### src/rtl/eq_band_mixer.sv
// Equalizer band mixer: after each sample strobe, waits for the band filters
// to settle, then multiply-accumulates every band output with its snapshot
// gain through one shared multiplier. The Q3.12 result is floored and
// saturated to a 16-bit sample.
module eq_band_mixer #(
    parameter int N_BAND      = 5,
    parameter int WAIT_CYCLES = 10,
    parameter int GAIN_FRAC   = 12
) (
    input  logic                  clk,
    input  logic                  rst_n,
    input  logic                  new_data,
    input  logic [16*N_BAND-1:0]  band_in,
    input  logic [16*N_BAND-1:0]  gain,
    output logic [15:0]           y_out,
    output logic                  y_valid,
    output logic                  busy,
    output logic                  overrun
);

    // 40 bits holds 8 full-scale 32-bit products with headroom to spare.
    localparam int ACC_W = 40;
    localparam int IDX_W = (N_BAND > 1) ? $clog2(N_BAND) : 1;
    localparam int WC_W  = (WAIT_CYCLES > 1) ? $clog2(WAIT_CYCLES) : 1;

    localparam logic signed [ACC_W-1:0] SAT_MAX = 40'sd32767;
    localparam logic signed [ACC_W-1:0] SAT_MIN = -40'sd32768;

    typedef enum logic [1:0] {IDLE, WAIT, MAC, OUT} state_t;

    state_t                    state_q, state_d;
    logic [WC_W-1:0]           wait_cnt_q, wait_cnt_d;
    logic [IDX_W-1:0]          band_idx_q, band_idx_d;
    logic signed [ACC_W-1:0]   acc_q, acc_d;
    logic signed [15:0]        gain_q [N_BAND];
    logic signed [15:0]        gain_d [N_BAND];
    logic signed [15:0]        y_out_q, y_out_d;
    logic                      y_valid_q, y_valid_d;
    logic                      overrun_q, overrun_d;

    logic signed [15:0]        band_sel;
    logic signed [15:0]        gain_sel;
    logic signed [31:0]        prod;
    logic signed [ACC_W-1:0]   acc_shift;

    // Clamp a floored accumulator value into the signed 16-bit output range.
    function automatic logic signed [15:0] sat16(input logic signed [ACC_W-1:0] v);
        if (v > SAT_MAX) begin
            return 16'sh7fff;
        end else if (v < SAT_MIN) begin
            return 16'sh8000;
        end else begin
            return v[15:0];
        end
    endfunction

    // Shared multiplier: the band index selects which live band and which gain feed it.
    always_comb begin
        band_sel  = band_in[{band_idx_q, 4'b0000} +: 16];
        gain_sel  = gain_q[band_idx_q];
        prod      = band_sel * gain_sel;
        acc_shift = acc_q >>> GAIN_FRAC;
    end

    // Next-state, counters, accumulator and output updates for the sequencer.
    always_comb begin
        state_d    = state_q;
        wait_cnt_d = wait_cnt_q;
        band_idx_d = band_idx_q;
        acc_d      = acc_q;
        gain_d     = gain_q;
        y_out_d    = y_out_q;
        y_valid_d  = 1'b0;
        overrun_d  = overrun_q | (new_data && (state_q != IDLE));

        case (state_q)
            IDLE: begin
                if (new_data) begin
                    for (int k = 0; k < N_BAND; k++) begin
                        gain_d[k] = gain[16*k +: 16];
                    end
                    acc_d      = '0;
                    wait_cnt_d = '0;
                    band_idx_d = '0;
                    state_d    = WAIT;
                end
            end
            WAIT: begin
                if (wait_cnt_q == WC_W'(WAIT_CYCLES - 1)) begin
                    wait_cnt_d = '0;
                    state_d    = MAC;
                end else begin
                    wait_cnt_d = wait_cnt_q + 1'b1;
                end
            end
            MAC: begin
                acc_d = acc_q + {{(ACC_W-32){prod[31]}}, prod};
                if (band_idx_q == IDX_W'(N_BAND - 1)) begin
                    state_d = OUT;
                end else begin
                    band_idx_d = band_idx_q + 1'b1;
                end
            end
            OUT: begin
                y_out_d   = sat16(acc_shift);
                y_valid_d = 1'b1;
                state_d   = IDLE;
            end
            default: begin
                state_d = IDLE;
            end
        endcase
    end

    // State register; reset aborts any sample in flight.
    always_ff @(posedge clk or negedge rst_n) begin
        if (!rst_n) begin
            state_q    <= IDLE;
            wait_cnt_q <= '0;
            band_idx_q <= '0;
            acc_q      <= '0;
            gain_q     <= '{default: '0};
            y_out_q    <= '0;
            y_valid_q  <= 1'b0;
            overrun_q  <= 1'b0;
        end else begin
            state_q    <= state_d;
            wait_cnt_q <= wait_cnt_d;
            band_idx_q <= band_idx_d;
            acc_q      <= acc_d;
            gain_q     <= gain_d;
            y_out_q    <= y_out_d;
            y_valid_q  <= y_valid_d;
            overrun_q  <= overrun_d;
        end
    end

    assign y_out   = y_out_q;
    assign y_valid = y_valid_q;
    assign busy    = (state_q != IDLE);
    assign overrun = overrun_q;

endmodule

### config.mk
export PLATFORM = sky130hd
export DESIGN_NAME = eq_band_mixer
export DESIGN_NICKNAME = d
export VERILOG_FILES = /design/src/rtl/eq_band_mixer.sv
export SDC_FILE = /design/constraint.sdc
export NUM_CORES = 1
export LEC_CHECK = 0
export ABC_AREA = 1
export BUFFER_PORTS_ARGS = -buffer_cell sky130_fd_sc_hd__buf_2
export CAP_MARGIN = 20
export CORE_MARGIN = 4
export CORE_UTILIZATION = 40
export CTS_CLUSTER_SIZE = 20
export DETAILED_ROUTE_END_ITERATION = 16
export HOLD_SLACK_MARGIN = 0.05
export SYNTH_ARGS = -nofsm -noshare
export SYNTH_HDL_FRONTEND = slang
export SYNTH_SLANG_ARGS = --single-unit
export TNS_END_PERCENT = 30
### constraint.sdc
create_clock -name clk -period 7.65 [get_ports clk]
set_clock_uncertainty 0.15 [all_clocks]
set_input_delay 0.3825 -clock clk [delete_from_list [all_inputs] [get_ports clk]]
set_output_delay 0.3825 -clock clk [all_outputs]
set_load 0.05 [all_outputs]
==> flow_summary_export.csv, run 1 <==
group,metric,value,unit
die,fp.dieH,233,µm
final_layout,n_fill_cell,4530,
die,dieArea,0.0544,mm²
placement,gp_congestion,0.947,
global_route,grt_pass1_vias,20200,
setup_path,worstSetupPathType,"reg -> reg",
sta,fin_crit,8.00,ns
placement,io_buffers,181,
route,drtIter0Drc,1401,
outcome,violations,"setup timing",
global_route,grt_max_degree,103,
final_layout,areaGrowthSynthToFinish,37.8,%
die,die_w,233,µm
setup_path,path_common_cell,"fa_1",
clock_network,clock_path_buffers,2,
sta,rsz0062_at_grt,"yes",
clock_network,htreeDepth,4,
die,core,0.0502,mm²
setup_path,worstSetupEndpointType,"register",
setup_path,max_stage_delay,0.55,ns
setup_path,worst_ep_required_time,7.85,ns
placement,dpl.hpwl,51400,µm
route,vias,19400,
global_route,grt_overflow,0,
synth,synthArstFlopShare,100,%
final_layout,final_cell_area,0.0279,mm²
outcome,status,"finished, violations left",
global_route,grt.total_usage,24.7,%
setup_path,worstPathArrival,8.20,ns
synth,synth_cells,2622,
die,initial_utilization,40.4,%
global_route,antenna_found_initial,0,
die,rows,82,
clock_network,numClockSinks,147,
sta,fmax,125,MHz
route,drc,0,
clock_network,root_buffer,"clkbuf_16",
synth,synth_nets,3179,
min_path,hold_class,"in -> reg",
clock_network,numCtsBuffers,17,
setup_path,worstPathMaxFanout,24,
global_route,grt_pass1_wl,106000,µm
placement,placed_area,0.0242,mm²
final_layout,final_cell_mix,"inv_1, nand2_1, buf_4, fa_1, buf_2",
synth,ys.flop_type,"dfrtp_1",
final_layout,antennaDiodeCount,0,
route,drtAntennaViolNets,0,
sta,tightest_slew,0.849,ns
synth,avgSynthCellArea,7.73,µm²
sta,final-max-slew-violation-count,0,
clock_network,clkTransAtPathRegs,0.08,ns
sta,hold_viol,0,
final_layout,drive_gt1_share,30.3,%
final_layout,final-seq-area,0.00368,mm²
setup_path,reg2reg_slack,-0.35,ns
synth,synth_edf_count,0,
sta,timing.final.crit_share,105,%
setup_path,cp_slowest_cell,"fa_1",
synth,synth_area,0.0203,mm²
route,drtPass1Iterations,7,
sta,worst_slew_margin_rel,43.2,%
synth,ys_seq_area_share,18.1,%
synth,yosysTopAreaCell,"fa_1",
synth,synth-seq-cells,147,
sta,layout_setup_ws,-0.352,ns
route,wire_per_inst,17.0,µm
run,max_cap_viol_count,0,
synth,synth_top_cell_area_share,26.0,%
route,routed_wl,66300,µm
setup_path,start_kind,"register",
synth,synth_warnings,0,
final_layout,final_net_count,3760,
route,vias_per_cell,4.98,
final_layout,utilization,55.7,%
die,ios,182,
clock_network,tritoncts,"built",
clock_network,clock_latency,0.47,ns
sta,setup-violations-final,24,
synth,ys_types,50,
final_layout,multi_input_area,0.0154,mm²
synth,synth_area_leaders,"fa_1, dfrtp_1, nand2_1, inv_1, ha_1",
==> metrics by stage <==
step	setup TNS [ns]	cells	setup slack [ns]	hold slack, ns
finish	-5.00	3888	-0.352	0.0506
global route	-15.33	3888	-0.694	0.0561
CTS	-4.72	3873	-0.358	0.0509
detailed placement	-12.41	3721	-0.723	0.291
global placement	-11.67	3721	-0.704	0.289
floorplan	0	2622	0.162	-0.0631
==> layer usage <==
| layer | vias up | wire (µm) | global-route usage [%] |
|---|---|---|---|
| met5 | - | 0 | 0 |
| met1 | 9474 | 29200 | 34.0 |
| met3 | 119 | 3900 | 4.07 |
| met2 | 580 | 31300 | 40.3 |
| met4 | 0 | 1810 | 7.19 |
| li1 | 9198 | - | - |
==> registers in the layout, indices dropped and copies added (netlist names) <==
signal      count
acc_q          40
band_idx_q      3
gain_q         80
overrun         1
state_q         2
wait_cnt_q      4
y_out          16
y_valid         1
==> Yosys cell counts, types with 3 or more instances <==
cell,instances
nor2_2,4
o21ai_0,74
o21ai_2,33
buf_2,28
nor4_1,4
o21ai_1,21
o31ai_1,4
clkbuf_1,14
xor2_1,23
xnor2_1,11
a221o_1,16
mux2_2,49
ha_1,131
inv_1,600
a21o_1,12
fa_1,263
inv_2,5
a21oi_1,175
buf_6,21
dfrtp_1,147
or2_1,4
buf_1,6
o21bai_1,11
a31oi_1,8
nand3_2,3
buf_4,14
nor3_1,14
nor2_1,165
nand2_2,3
a21oi_2,3
nand2_1,621
o22ai_1,19
o221ai_1,3
nand3_1,83
nand4_1,10
==> area by class of cell <==
class / instances / share of cell area [%]
Tap cell: 672 / 3.01
Sequential cell: 147 / 13.2
Clock buffer: 18 / 1.54
Clock inverter: 14 / 0.595
Inverter: 609 / 8.22
Multi-Input combinational cell: 1784 / 55.2
Timing Repair Buffer: 644 / 18.3
==> kinds of logic (layout without fill, tap and decap cells) <==
family	count (synthesis)	count (layout)	synth area share [%]
muxes	49	49	2.72
adders and majority gates	394	394	34.1
DFF	147	147	18.1
and+or+nand+nor	916	917	18.1
xor gates and xnor gates	34	34	1.47
buffers and inverters	692	1285	14.1
AOI/OAI and AO/OA	390	390	11.4
==> timing repair <==
| item | in CTS | in global routing |
|---|---|---|
| pin swaps | 62 | 79 |
| gates resized for setup | 199 | 192 |
| gates cloned | 5 | 2 |
| endpoints found under the hold margin | 144 | 1 |
| setup buffers | 45 | 10 |
| setup endpoints to repair | 27 | 30 |
| hold buffers | 71 | 1 |
==> worst max-delay path: cells and delay by family, from the launching register on <==
family,cells,cell delay [ns]
AOI/OAI and AO/OA,6,1.08
xor gates and xnor gates,1,0.18
buffers and inverters,10,1.05
DFF,1,0.52
adders and majority gates,8,3.70
and+or+nand+nor,13,1.18
==> final timing paths <==
path	startpoint	to	depth (start not counted)
worst max-delay path	band_idx_q[0]$_DFFE_PN0P_	acc_q[39]$_DFFE_PN0P_	38
worst min-delay path	gain[44]	gain_q[44]$_DFFE_PN0P_	3
worst max register to register	band_idx_q[0]$_DFFE_PN0P_	acc_q[39]$_DFFE_PN0P_	38
worst min register to register	overrun$_DFF_PN0_	overrun$_DFF_PN0_	1
max in group asynchronous	rst_n	acc_q[25]$_DFFE_PN0P_	4
min in group asynchronous	rst_n	overrun$_DFF_PN0_	2
Power of run 1 is not shown: default switching activity piles up to over one toggle a cycle in this logic, so the estimate is an artifact.
==> run 2: changes to the inputs <==
==> constraint.sdc (replaced) <==
create_clock -name clk -period 7.9 [get_ports clk]
set_clock_uncertainty 0.15 [all_clocks]
set_input_delay 0.395 -clock clk [delete_from_list [all_inputs] [get_ports clk]]
set_output_delay 0.395 -clock clk [all_outputs]
set_load 0.1 [all_outputs]
==> flow_summary_export.csv, run 2 (same netlist as run 1, synthesis figures left out) <==
group,metric,value,unit
placement,io_buffers,181,
setup_path,reg2reg_slack,-0.14,ns
route,drtIter0Drc,1142,
setup_path,cp_slowest_cell,"fa_1",
die,fp.dieH,233,µm
setup_path,worstPathMaxFanout,21,
setup_path,path_common_cell,"fa_1",
setup_path,worstPathArrival,8.24,ns
placement,gp_congestion,0.944,
setup_path,max_stage_delay,0.55,ns
setup_path,start_kind,"register",
final_layout,antennaDiodeCount,0,
global_route,grt.total_usage,24.1,%
clock_network,htreeDepth,4,
die,dieArea,0.0544,mm²
global_route,grt_use_met3,3.32,%
final_layout,n_fill_cell,4746,
route,vias_per_cell,4.89,
sta,tightest_slew,0.861,ns
setup_path,worstSetupEndpointType,"register",
die,core,0.0502,mm²
clock_network,clock_latency,0.46,ns
die,initial_utilization,40.4,%
die,rows,82,
clock_network,tritoncts,"built",
outcome,status,"finished, violations left",
sta,fmax,124,MHz
global_route,globalRouteMet2Util,39.6,%
global_route,top_usage_layer,"met2",
clock_network,numCtsBuffers,17,
outcome,violations,"setup timing",
sta,hold_viol,0,
setup_path,worst_ep_required_time,8.10,ns
final_layout,final_cell_mix,"nand2_1, inv_1, buf_4, fa_1, buf_2",
sta,layout_setup_ws,-0.140,ns
final_layout,mostFrequentLayoutCell,"nand2_1",
global_route,grt_pass1_wl,104000,µm
setup_path,path_buf_inv,8,
run,max_cap_viol_count,0,
clock_network,numClockSinks,147,
route,drc,0,
global_route,grt_pass1_vias,19600,
final_layout,drive_gt1_share,25.0,%
sta,fin_crit,8.04,ns
placement,dpl.hpwl,51100,µm
route,drtAntennaViolNets,0,
clock_network,clock_path_buffers,2,
route,wire_per_inst,16.6,µm
route,vias,18700,
route,routed_wl,63500,µm
sta,setup-violations-final,14,
global_route,antenna_found_initial,0,
sta,tns,-0.900,ns
sta,rsz0062_at_grt,"yes",
final_layout,final_net_count,3689,
global_route,grt_overflow,0,
global_route,met1_usage,33.2,%
sta,worst_slew_margin_rel,42.5,%
sta,final-max-slew-violation-count,0,
final_layout,largest-register,"gain_q",
global_route,grt_max_degree,84,
die,die_w,233,µm
clock_network,clkTransAtPathRegs,0.08,ns
final_layout,largest_reg_flops,80,
clock_network,root_buffer,"clkbuf_16",
setup_path,critPathTopFamily,"adder cells",
min_path,hold_class,"in -> reg",
route,drtPass1Iterations,6,
final_layout,areaGrowthSynthToFinish,30.3,%
sta,timing.final.crit_share,102,%
setup_path,worstSetupPathType,"reg -> reg",
die,ios,182,
## run 2: through the flow
step / setup WS (ns) / instances / hold WS, ns / util, % / cell area, µm²
after floorplan: 0.412 / 2622 / -0.0506 / - / 20300
after global placement: -0.399 / 3701 / 0.287 / 48.0 / 24100
after detailed placement: -0.370 / 3701 / 0.306 / 48.0 / 24100
after CTS: -0.0660 / 3813 / 0.0506 / 52.1 / 26100
after global routing: -0.526 / 3817 / 0.0584 / 52.7 / 26400
final: -0.140 / 3817 / 0.0677 / 52.7 / 26400
## run 2: path summary, 6_finish.rpt
path / from / to / cells after the start
setup / recovery: band_idx_q[0]$_DFFE_PN0P_ / acc_q[37]$_DFFE_PN0P_ / 35
max in group asynchronous: rst_n / acc_q[5]$_DFFE_PN0P_ / 4
min in group asynchronous: rst_n / gain_q[51]$_DFFE_PN0P_ / 2
hold / removal: gain[65] / gain_q[1]$_DFFE_PN0P_ / 3
setup reg to reg: band_idx_q[0]$_DFFE_PN0P_ / acc_q[37]$_DFFE_PN0P_ / 35
hold reg to reg: overrun$_DFF_PN0_ / overrun$_DFF_PN0_ / 1
## run 2: timing repair
item                                   CTS  global route
pin swaps                               25            11
buffers inserted                        11             3
hold buffers                            67             0
endpoints found under the hold margin  141             0
setup endpoints to repair               25            28
cloned                                   2             0
gates resized for setup                128            66
## run 2: per-layer routing
| metal | vias up | share of wire, % |
|---|---|---|
| met5 | - | 0 |
| met4 | 0 | 3.0 |
| met3 | 114 | 4.7 |
| met2 | 454 | 48 |
| met1 | 9070 | 45 |
| li1 | 9042 | - |
## run 2: layout make-up
class / count / area (µm²) / area share [%]
Clock buffer: 17 / 425 / 1.61
Clock inverter: 15 / 181 / 0.687
Inverter: 609 / 2290 / 8.68
Multi-Input combinational cell: 1783 / 14600 / 55.2
Sequential cell: 147 / 3680 / 13.9
Tap cell: 672 / 841 / 3.18
Timing Repair Buffer: 574 / 4420 / 16.7
## run 2: worst register-to-register path, delay by kind of cell (launching register included)
kind	cells	cell delay (ns)
xor gates and xnor gates	1	0.15
AOI/OAI and AO/OA	6	0.99
DFF	1	0.49
adders and majority gates	8	3.88
and+or+nand+nor	12	1.42
buffers and inverters	8	0.85
Power of run 2 is left out for the same reason.
